===== src/rtl/bcd_updown_counter_pkg.sv =====
// -----------------------------------------------------------------------------
// bcd_pkg
// Shared BCD definitions for the up/down decade counter and its digit slices.
//   bcd_digit_t   : one 4-bit BCD decade
//   BCD_MAX       : largest legal decade value (9)
//   BCD_ZERO      : decade value zero
//   is_valid_bcd  : 1 when a nibble is a legal BCD digit (0..9)
// -----------------------------------------------------------------------------
package bcd_pkg;

    typedef logic [3:0] bcd_digit_t;

    localparam bcd_digit_t BCD_MAX  = 4'd9;
    localparam bcd_digit_t BCD_ZERO = 4'd0;

    function automatic logic is_valid_bcd(input bcd_digit_t d);
        return (d <= BCD_MAX);
    endfunction

endpackage


===== src/rtl/bcd_updown_counter_if.sv =====
// -----------------------------------------------------------------------------
// bcd_updown_counter_if
// Control/status bundle of the BCD up/down counter.
//   master : drives clr, load, load_val, en, up; observes count, tc, wrap, load_err
//   slave  : the counter side (inverse directions)
// Parameter NUM_DIGITS sets the width of load_val/count (4 bits per decade).
// -----------------------------------------------------------------------------
interface bcd_updown_counter_if #(
    parameter int NUM_DIGITS = 4
);
    logic                    clr;
    logic                    load;
    logic [4*NUM_DIGITS-1:0] load_val;
    logic                    en;
    logic                    up;
    logic [4*NUM_DIGITS-1:0] count;
    logic                    tc;
    logic                    wrap;
    logic                    load_err;

    modport master (
        output clr, load, load_val, en, up,
        input  count, tc, wrap, load_err
    );

    modport slave (
        input  clr, load, load_val, en, up,
        output count, tc, wrap, load_err
    );
endinterface


===== src/rtl/bcd_updown_counter_digit.sv =====
// -----------------------------------------------------------------------------
// bcd_digit
// One BCD decade of the cascaded up/down counter.
// Ports:
//   clk, rst  : clock, asynchronous active-low reset (q -> 0)
//   clr       : synchronous clear (highest priority)
//   load      : synchronous load of load_d (digits above 9 load as 9)
//   load_d    : load value for this decade
//   step_in   : advance this decade by one on the next edge
//   up        : 1 = increment, 0 = decrement
//   q         : registered decade value
//   step_out  : carry (up) / borrow (down) into the next decade
// -----------------------------------------------------------------------------
module bcd_digit
    import bcd_pkg::*;
(
    input  logic       clk,
    input  logic       rst,
    input  logic       clr,
    input  logic       load,
    input  bcd_digit_t load_d,
    input  logic       step_in,
    input  logic       up,
    output bcd_digit_t q,
    output logic       step_out
);

    bcd_digit_t q_reg;
    bcd_digit_t q_next;

    always_comb begin
        q_next = q_reg;
        if (clr) begin
            q_next = BCD_ZERO;
        end else if (load) begin
            q_next = is_valid_bcd(load_d) ? load_d : BCD_MAX;
        end else if (step_in) begin
            if (up) begin
                q_next = (q_reg >= BCD_MAX) ? BCD_ZERO : q_reg + 4'd1;
            end else begin
                q_next = (q_reg == BCD_ZERO) ? BCD_MAX : q_reg - 4'd1;
            end
        end
    end

    // The next decade moves only when this one rolls over in the same edge.
    assign step_out = step_in & (up ? (q_reg == BCD_MAX) : (q_reg == BCD_ZERO));
    assign q        = q_reg;

    always_ff @(posedge clk or negedge rst) begin
        if (!rst) begin
            q_reg <= BCD_ZERO;
        end else begin
            q_reg <= q_next;
        end
    end

endmodule


===== src/rtl/bcd_updown_counter.sv =====
// -----------------------------------------------------------------------------
// bcd_updown_counter
// Cascaded BCD up/down counter of NUM_DIGITS decades (1..8).
// Ports:
//   clk  : rising-edge clock
//   rst  : asynchronous active-low reset (count, wrap, load_err -> 0)
//   bus  : bcd_updown_counter_if.slave
//          clr > load > en priority; up selects direction;
//          count (registered), tc (combinational terminal count),
//          wrap (registered roll-over pulse), load_err (registered pulse
//          when a loaded digit was above 9 and got clamped to 9)
// Build option:
//   BCD_CNT_SAT_EN : when defined the count saturates at all-9 (up) or
//                    zero (down) instead of wrapping; wrap stays 0.
// -----------------------------------------------------------------------------
module bcd_updown_counter
    import bcd_pkg::*;
#(
    parameter int NUM_DIGITS = 4
) (
    input  logic                 clk,
    input  logic                 rst,
    bcd_updown_counter_if.slave  bus
);

    bcd_digit_t              digit_q [NUM_DIGITS];
    logic [4*NUM_DIGITS-1:0] count_flat;
    logic                    all_max;
    logic                    all_zero;
    logic                    any_bad;
    logic                    at_limit;
    logic                    step_first;
    logic                    top_step;
    logic                    wrap_reg;
    logic                    wrap_next;
    logic                    load_err_reg;
    logic                    load_err_next;

    always_comb begin
        count_flat = '0;
        all_max    = 1'b1;
        all_zero   = 1'b1;
        any_bad    = 1'b0;
        for (int i = 0; i < NUM_DIGITS; i++) begin
            count_flat[4*i +: 4] = digit_q[i];
            all_max  = all_max  & (digit_q[i] == BCD_MAX);
            all_zero = all_zero & (digit_q[i] == BCD_ZERO);
            any_bad  = any_bad  | ~is_valid_bcd(bus.load_val[4*i +: 4]);
        end
    end

    assign at_limit = bus.up ? all_max : all_zero;

`ifdef BCD_CNT_SAT_EN
    // Suppress the step at the limit so no decade moves and no carry escapes.
    assign step_first = bus.en & ~at_limit;
`else
    assign step_first = bus.en;
`endif

    // Each link of the carry/borrow chain is a separate net per decade so the
    // ripple path does not fold back onto a single vector.
    for (genvar gi = 0; gi < NUM_DIGITS; gi++) begin : g_digit
        logic step_in_w;
        logic step_out_w;

        if (gi == 0) begin : g_first
            assign step_in_w = step_first;
        end else begin : g_rest
            assign step_in_w = g_digit[gi-1].step_out_w;
        end

        bcd_digit u_digit (
            .clk      (clk),
            .rst      (rst),
            .clr      (bus.clr),
            .load     (bus.load),
            .load_d   (bus.load_val[4*gi +: 4]),
            .step_in  (step_in_w),
            .up       (bus.up),
            .q        (digit_q[gi]),
            .step_out (step_out_w)
        );
    end

    // A carry out of the top decade is exactly a full-range roll-over.
    assign top_step      = g_digit[NUM_DIGITS-1].step_out_w;
    assign wrap_next     = top_step & ~bus.clr & ~bus.load;
    assign load_err_next = bus.load & ~bus.clr & any_bad;

    always_ff @(posedge clk or negedge rst) begin
        if (!rst) begin
            wrap_reg     <= 1'b0;
            load_err_reg <= 1'b0;
        end else begin
            wrap_reg     <= wrap_next;
            load_err_reg <= load_err_next;
        end
    end

    assign bus.count    = count_flat;
    assign bus.tc       = bus.en & at_limit;
    assign bus.wrap     = wrap_reg;
    assign bus.load_err = load_err_reg;

endmodule


===== src/flat_wrapper.sv =====
// flat-port wrapper written by rule: the top's interface ports become plain ports
module bcd_updown_counter_flat import bcd_pkg::*;
#(
    parameter int NUM_DIGITS = 4
)
  (clk, rst, bus_clr, bus_load, bus_load_val, bus_en, bus_up, bus_count, bus_tc, bus_wrap, bus_load_err);
  bcd_updown_counter_if #(.NUM_DIGITS(NUM_DIGITS)) bus_i ();
  input  logic clk;
  input  logic rst;
  input wire logic [$bits(bus_i.clr)-1:0] bus_clr;
  input wire logic [$bits(bus_i.load)-1:0] bus_load;
  input wire logic [$bits(bus_i.load_val)-1:0] bus_load_val;
  input wire logic [$bits(bus_i.en)-1:0] bus_en;
  input wire logic [$bits(bus_i.up)-1:0] bus_up;
  output wire logic [$bits(bus_i.count)-1:0] bus_count;
  output wire logic [$bits(bus_i.tc)-1:0] bus_tc;
  output wire logic [$bits(bus_i.wrap)-1:0] bus_wrap;
  output wire logic [$bits(bus_i.load_err)-1:0] bus_load_err;
  assign bus_i.clr = bus_clr;
  assign bus_i.load = bus_load;
  assign bus_i.load_val = bus_load_val;
  assign bus_i.en = bus_en;
  assign bus_i.up = bus_up;
  assign bus_count = bus_i.count;
  assign bus_tc = bus_i.tc;
  assign bus_wrap = bus_i.wrap;
  assign bus_load_err = bus_i.load_err;
  bcd_updown_counter #(.NUM_DIGITS(NUM_DIGITS)) u_core (.clk(clk), .rst(rst), .bus(bus_i));
endmodule

===== config.mk =====
export PLATFORM = sky130hd
export DESIGN_NAME = bcd_updown_counter_flat
export DESIGN_NICKNAME = d
export VERILOG_FILES = /design/src/rtl/bcd_updown_counter_pkg.sv /design/src/rtl/bcd_updown_counter_if.sv /design/src/rtl/bcd_updown_counter_digit.sv /design/src/rtl/bcd_updown_counter.sv /design/src/flat_wrapper.sv
export SDC_FILE = /design/constraint.sdc
export NUM_CORES = 1
export LEC_CHECK = 0
export ABC_CLOCK_PERIOD_IN_PS = 2830
export CAP_MARGIN = 30
export CORE_MARGIN = 2
export CORE_UTILIZATION = 40
export DETAILED_ROUTE_END_ITERATION = 12
export GPL_TIMING_DRIVEN = 0
export PLACE_DENSITY = 0.68
export RECOVER_POWER = 50
export SLEW_MARGIN = 0
export SYNTH_ARGS = -nofsm -noshare
export SYNTH_HDL_FRONTEND = slang
export SYNTH_SLANG_ARGS = --single-unit

===== constraint.sdc =====
create_clock -name clk -period 2.83 [get_ports clk]
set_input_delay 0.849 -clock clk [delete_from_list [all_inputs] [get_ports clk]]
set_output_delay 0.849 -clock clk [all_outputs]
set_load 0.03 [all_outputs]

==> impl_metrics.ini, run 1 <==
[worst_hold_path]
hold_class = register to register
holdPathEnd = u_core.g_digit[3].u_digit.q[1]$_DFFE_PN0P_
holdPathStages = 1
worstHoldStart = u_core.g_digit[3].u_digit.q[1]$_DFFE_PN0P_

[sta]
slew_violations = 0
hold_viol = 0
final.setup_skew_ns = 0.00279
worst_pin_slew_ns = 0.929
fin_crit_sh_pct = 98.4
tns_ns = 0
postLayoutSetupSlackWorst_ns = 0.0459
relSlewSlack_pct = 37.9
setup_violations = 0
fin_crit_ns = 2.78
holdWs_ns = 0.618
fmax_mhz = 359

[global_routing]
overflow = 0
grt_pass1_wl_um = 9250
grt_pass1_vias = 1876
grt_usage_pct = 22.1
grt_max_degree = 19
antenna_found_initial = 0

[power_and_ir_drop]
total_power_mw = 0.981
p_leak_nw = 0.988
seq_power_share_pct = 32.6
combPwrFrac_pct = 47.9
p_clk_share_pct = 19.5
cell_internal_pwr_mw = 0.579
p_switching_mw = 0.402
ir_drop_mv = 0.190
p_sw_share_pct = 41.0
p_per_area_nw_per_um2 = 394

[clock_network]
clockRootBuffer = clkbuf_8
cts_sinks = 18
worstSkewPairLatency_ns = 0.26
numCtsBuffers = 3
tritoncts = built
htreeDepth = 1
cts.path.max_buffers = 2
ctsHoldBuffers = 0
cts.reportedPaths.clkPinSlew_ns = 0.07

[final_layout]
finalNetCount = 320
post_route_cells_drive_above_1_share_pct = 12.5
multi_input_area_sq_um = 1410
fin_cells = 334
n_fill_cell = 457
largest_reg_flops = 16
fin_util_pct = 53.4
area_growth_pct = 29.8
final_area_sq_um = 2490
seqCellArea_sq_um = 455
diodes = 0

[die]
core_sq_um = 4660
start_util_pct = 41.2
fp.dieArea_sq_um = 5360
io_pins = 41
die_y_um = 73.2
num_rows = 25
die-width_um = 73.2

[detailed_routing]
drt-initial-drc-count = 261
ant_nets = 0
via_per_inst = 6.21
wire_per_inst_um = 17.5
drt-pass1-iter-count = 5
drt-total-wl_um = 5840
drc = 0
via_count = 2074

[critical_path]
path_buf_inv = 2
ff2ff_setup_slack_ns = 0.52
cp-end-kind = output pin
worstReg2RegEnd = u_core.g_digit[3].u_digit.q[1]$_DFFE_PN0P_
crit_type = register to output pin
cp.arrival_ns = 1.94
max_stage_delay_ns = 0.47
crit_start = u_core.g_digit[2].u_digit.q[0]$_DFFE_PN0P_
reg2reg_from = u_core.g_digit[0].u_digit.q[0]$_DFFE_PN0P_
crit_path_max_fanout = 7
critPathLaunchType = register
worstPathRequired_ns = 1.98
crit_chain = inv_1 -> ha_1 -> nor3b_2 -> a31oi_1 -> nor4_2 -> buf_4
crit_family = flip-flops
rr_worst_depth = 6
slowest_stage = dfrtp_1

[placed_design]
hpwl_um = 4180
pre_cts_ws_ns = -0.901
dpl_cell_area_sq_um = 2380
gp_congestion = 0.867
portBuffers = 39
place_inst = 330

[synth]
async_flop_share_pct = 100
post_synth_most_frequent_cells = a21oi_1, dfrtp_1, ha_1, inv_1, o21ai_0
ys_warn_count = 0
synth_cell_types = 57
syn_area_sq_um = 1920
synth_nets = 275
synth_seq_cells = 18
synthCells = 237
yosysTopAreaCell = dfrtp_1
syn-mean-instance-area_sq_um = 8.09
synth_edf_count = 0
synth_area_leaders = dfrtp_1, ha_1, a21oi_1
ys.flop_type = dfrtp_1
yosysSeqAreaShare_pct = 23.5
yosysMostFrequentCell = a21oi_1
synth_top_area_share_pct = 23.5

[outcome]
status = finished clean

[job]
cap_violations = 0
-- placed cells by master (no fill, tap or decap), types with 3 or more instances in the layout --
cell	instances
clkdlybuf4s50_1	27
a21oi_1	26
o21ai_0	16
ha_1	14
dfrtp_1	14
clkbuf_1	12
inv_1	11
nor2_1	11
nand2b_1	10
nand2_1	10
dlygate4sd3_1	9
a31oi_1	7
nor2b_1	7
inv_2	6
a22oi_1	5
o31ai_1	5
mux2_4	5
nand3_1	4
dfrtp_2	4
or3b_1	3
nor4_1	3
and3_1	3
o22ai_1	3
nor3b_1	3
nand3b_1	3
clkbuf_8	3
buf_4	3
-- cell type report --
class | instances | area share [%]
sequential | 18 | 18.3
inverter | 17 | 2.56
multi-input combinational | 188 | 56.7
tap | 54 | 2.71
timing repair buffer | 41 | 16.1
buffer | 13 | 2.01
clock buffer | 3 | 1.66
-- metal layers --
metal	vias to the layer above	share of wire [%]	global-route usage (%)
met5	-	0	0
met4	0	2.4	7.20
met3	19	6.6	3.31
met2	114	44	32.9
met1	967	47	32.4
li1	974	-	-
-- logic make-up after synthesis --
family | after synthesis | synth area share (%)
compound gates | 91 | 32.0
simple gates | 74 | 23.1
buf+inv | 31 | 6.13
flops | 18 | 23.5
fa+ha+maj | 16 | 10.4
mux | 5 | 3.91
xor+xnor | 2 | 0.913
-- power by group through the flow --
stage                     Sequential (mW)  Combinational, mW  Clock [mW]
final                               0.320              0.470       0.191
after global routing                0.324              0.511       0.210
after CTS                           0.314              0.457       0.196
after detailed placement            0.319              0.454           0
after global placement              0.319              0.450           0
after floorplan                     0.358              0.258           0
-- worst max path at each step --
stage | to | slack [ns] | cells past startpoint
6_report | bus_tc | 0.05 | 6
5_1_grt | bus_tc | -0.03 | 6
4_1_cts | bus_tc | 0.00009 | 4
3_5_place_dp | bus_tc | -0.90 | 6
3_3_place_gp | bus_tc | -0.92 | 6
2_1_floorplan | bus_tc | 0.009 | 5
-- repair_timing --
| item | in CTS | in global routing |
|---|---|---|
| gates resized for setup | 15 | 15 |
| pin swaps | 1 | 1 |
| cloned | 0 | 0 |
| setup buffers | 0 | 2 |
| endpoints found under the setup margin | 1 | 1 |
No activity file was read; power rests on OpenSTA's default activity.
==> run 2: changes to the inputs <==
Settings changed: RECOVER_POWER 50 to 25.
==> run 2 against run 1 <==
Power grew 0.11%. Die area is the same. Clock skew grew 0.0010 ns. Critical path depth is the same.
==> impl_metrics.ini, run 2 (same netlist as run 1, synthesis figures left out) <==
[global_routing]
grt_pass1_vias = 1876
grt_pass1_wl_um = 9250
grt_usage_pct = 22.1
antenna_found_initial = 0
overflow = 0
grt_max_degree = 19

[power_and_ir_drop]
combPwrFrac_pct = 48.1
p_leak_nw = 0.971
seq_power_share_pct = 32.6
ir_drop_mv = 0.193
p_sw_share_pct = 40.7
p_clk_share_pct = 19.3
p_per_area_nw_per_um2 = 394
p_switching_mw = 0.400
cell_internal_pwr_mw = 0.582

[sta]
setup_violations = 0
slew_violations = 0
relSlewSlack_pct = 37.3
tns_ns = 0
hold_viol = 0
fmax_mhz = 360
fin_crit_sh_pct = 98.2
fin_crit_ns = 2.78
final.setup_skew_ns = 0.00383
worst_pin_slew_ns = 0.938

[clock_network]
cts.reportedPaths.clkPinSlew_ns = 0.07
numCtsBuffers = 3
htreeDepth = 1
tritoncts = built
worstSkewPairLatency_ns = 0.26
clockRootBuffer = clkbuf_8
cts_sinks = 18
cts.path.max_buffers = 2

[die]
start_util_pct = 41.2
die_y_um = 73.2
core_sq_um = 4660
fp.dieArea_sq_um = 5360
io_pins = 41
num_rows = 25
die-width_um = 73.2

[worst_hold_path]
hold_class = register to register
holdPathStages = 1
worstHoldStart = u_core.g_digit[3].u_digit.q[1]$_DFFE_PN0P_
holdPathEnd = u_core.g_digit[3].u_digit.q[1]$_DFFE_PN0P_

[outcome]
status = finished clean

[placed_design]
gp_congestion = 0.867
hpwl_um = 4180
dpl_cell_area_sq_um = 2380
portBuffers = 39

[final_layout]
final_common_cell = clkdlybuf4s50_1
final_area_sq_um = 2490
area_growth_pct = 29.8
diodes = 0
finalNetCount = 320
post_route_cells_drive_above_1_share_pct = 12.5
largest_reg_flops = 16
layout_common_cells = clkdlybuf4s50_1, a21oi_1, o21ai_0

[critical_path]
crit_path_max_fanout = 7
crit_start = u_core.g_digit[2].u_digit.q[0]$_DFFE_PN0P_
rr_worst_depth = 6
cp-end-kind = output pin
cp.arrival_ns = 1.93
worstReg2RegEnd = u_core.g_digit[3].u_digit.q[2]$_DFFE_PN0P_
reg2reg_from = u_core.g_digit[0].u_digit.q[1]$_DFFE_PN0P_
ff2ff_setup_slack_ns = 0.52
critPathLaunchType = register
crit_type = register to output pin
worstPathRequired_ns = 1.98

[detailed_routing]
wire_per_inst_um = 17.4
via_count = 2081
drt-total-wl_um = 5820
drt-initial-drc-count = 254
via_per_inst = 6.23
drc = 0
ant_nets = 0
drt-pass1-iter-count = 5

[job]
cap_violations = 0
[run 2: cell types whose count changed in the layout (fill, tap and decap cells not counted), sizes merged]
| cell | change |
|---|---|
| dlygate4sd3 | -8 |
| clkdlybuf4s50 | +8 |
[run 2: what timing repair did]
| action | CTS | global route |
|---|---|---|
| gates resized for setup | 15 | 15 |
| buffers inserted | 0 | 2 |
| endpoints found under the setup margin | 1 | 1 |
| hold buffers | 0 | 0 |
| endpoints found under the hold margin | 0 | 0 |
| pin swaps | 1 | 1 |
[run 2: cell type report]
class / instances / area [sq um]
Multi-Input combinational cell: 188 / 1410
Tap cell: 54 / 67.6
Buffer: 13 / 50.0
Clock buffer: 3 / 41.3
Fill cell: 457 / 2170
Inverter: 17 / 63.8
Timing Repair Buffer: 41 / 400
Sequential cell: 18 / 455
[run 2: worst max-delay path: stages (launching register included)]
cell and delay, ns:
dfrtp_1 0.47, inv_1 0.18, ha_1 0.25, nor3b_2 0.27
a31oi_1 0.15, nor4_2 0.16, buf_4 0.20
[run 2: worst max-delay path by stage]
stage               endpoint  slack (ns)  cells past startpoint
finish                bus_tc        0.05                      6
global placement      bus_tc       -0.92                      6
CTS                   bus_tc     0.00009                      4
floorplan             bus_tc       0.009                      5
global route          bus_tc       -0.03                      6
detailed placement    bus_tc       -0.90                      6
[run 2: per-layer routing]
metal	vias up	share of wire, %	GRT usage (%)
li1	974	-	-
met1	977	47	32.4
met2	115	44	32.9
met3	15	6.8	3.31
met4	0	1.8	7.20
met5	-	0	0
[run 2: power by group through the flow]
| stage | clock [mW] | sequential (mW) | combinational [mW] |
|---|---|---|---|
| after floorplan | 0 | 0.358 | 0.258 |
| after global placement | 0 | 0.319 | 0.450 |
| after detailed placement | 0 | 0.319 | 0.454 |
| after CTS | 0.196 | 0.314 | 0.457 |
| after global routing | 0.210 | 0.324 | 0.514 |
| final | 0.189 | 0.320 | 0.472 |
[run 2: through the flow]
| step | worst slack [ns] | util, % | instances | power, mW | hold WS (ns) |
|---|---|---|---|---|---|
| 3_3_place_gp | -0.924 | 51.1 | 330 | 0.769 | 0.601 |
| 3_5_place_dp | -0.901 | 51.1 | 330 | 0.772 | 0.609 |
| 5_1_grt | -0.0330 | 53.4 | 334 | 1.05 | 0.648 |
| 4_1_cts | 0.0000924 | 52.3 | 333 | 0.968 | 0.626 |
| 6_report | 0.0495 | 53.4 | 334 | 0.982 | 0.618 |
| 2_1_floorplan | 0.00937 | - | 237 | 0.617 | 0.553 |
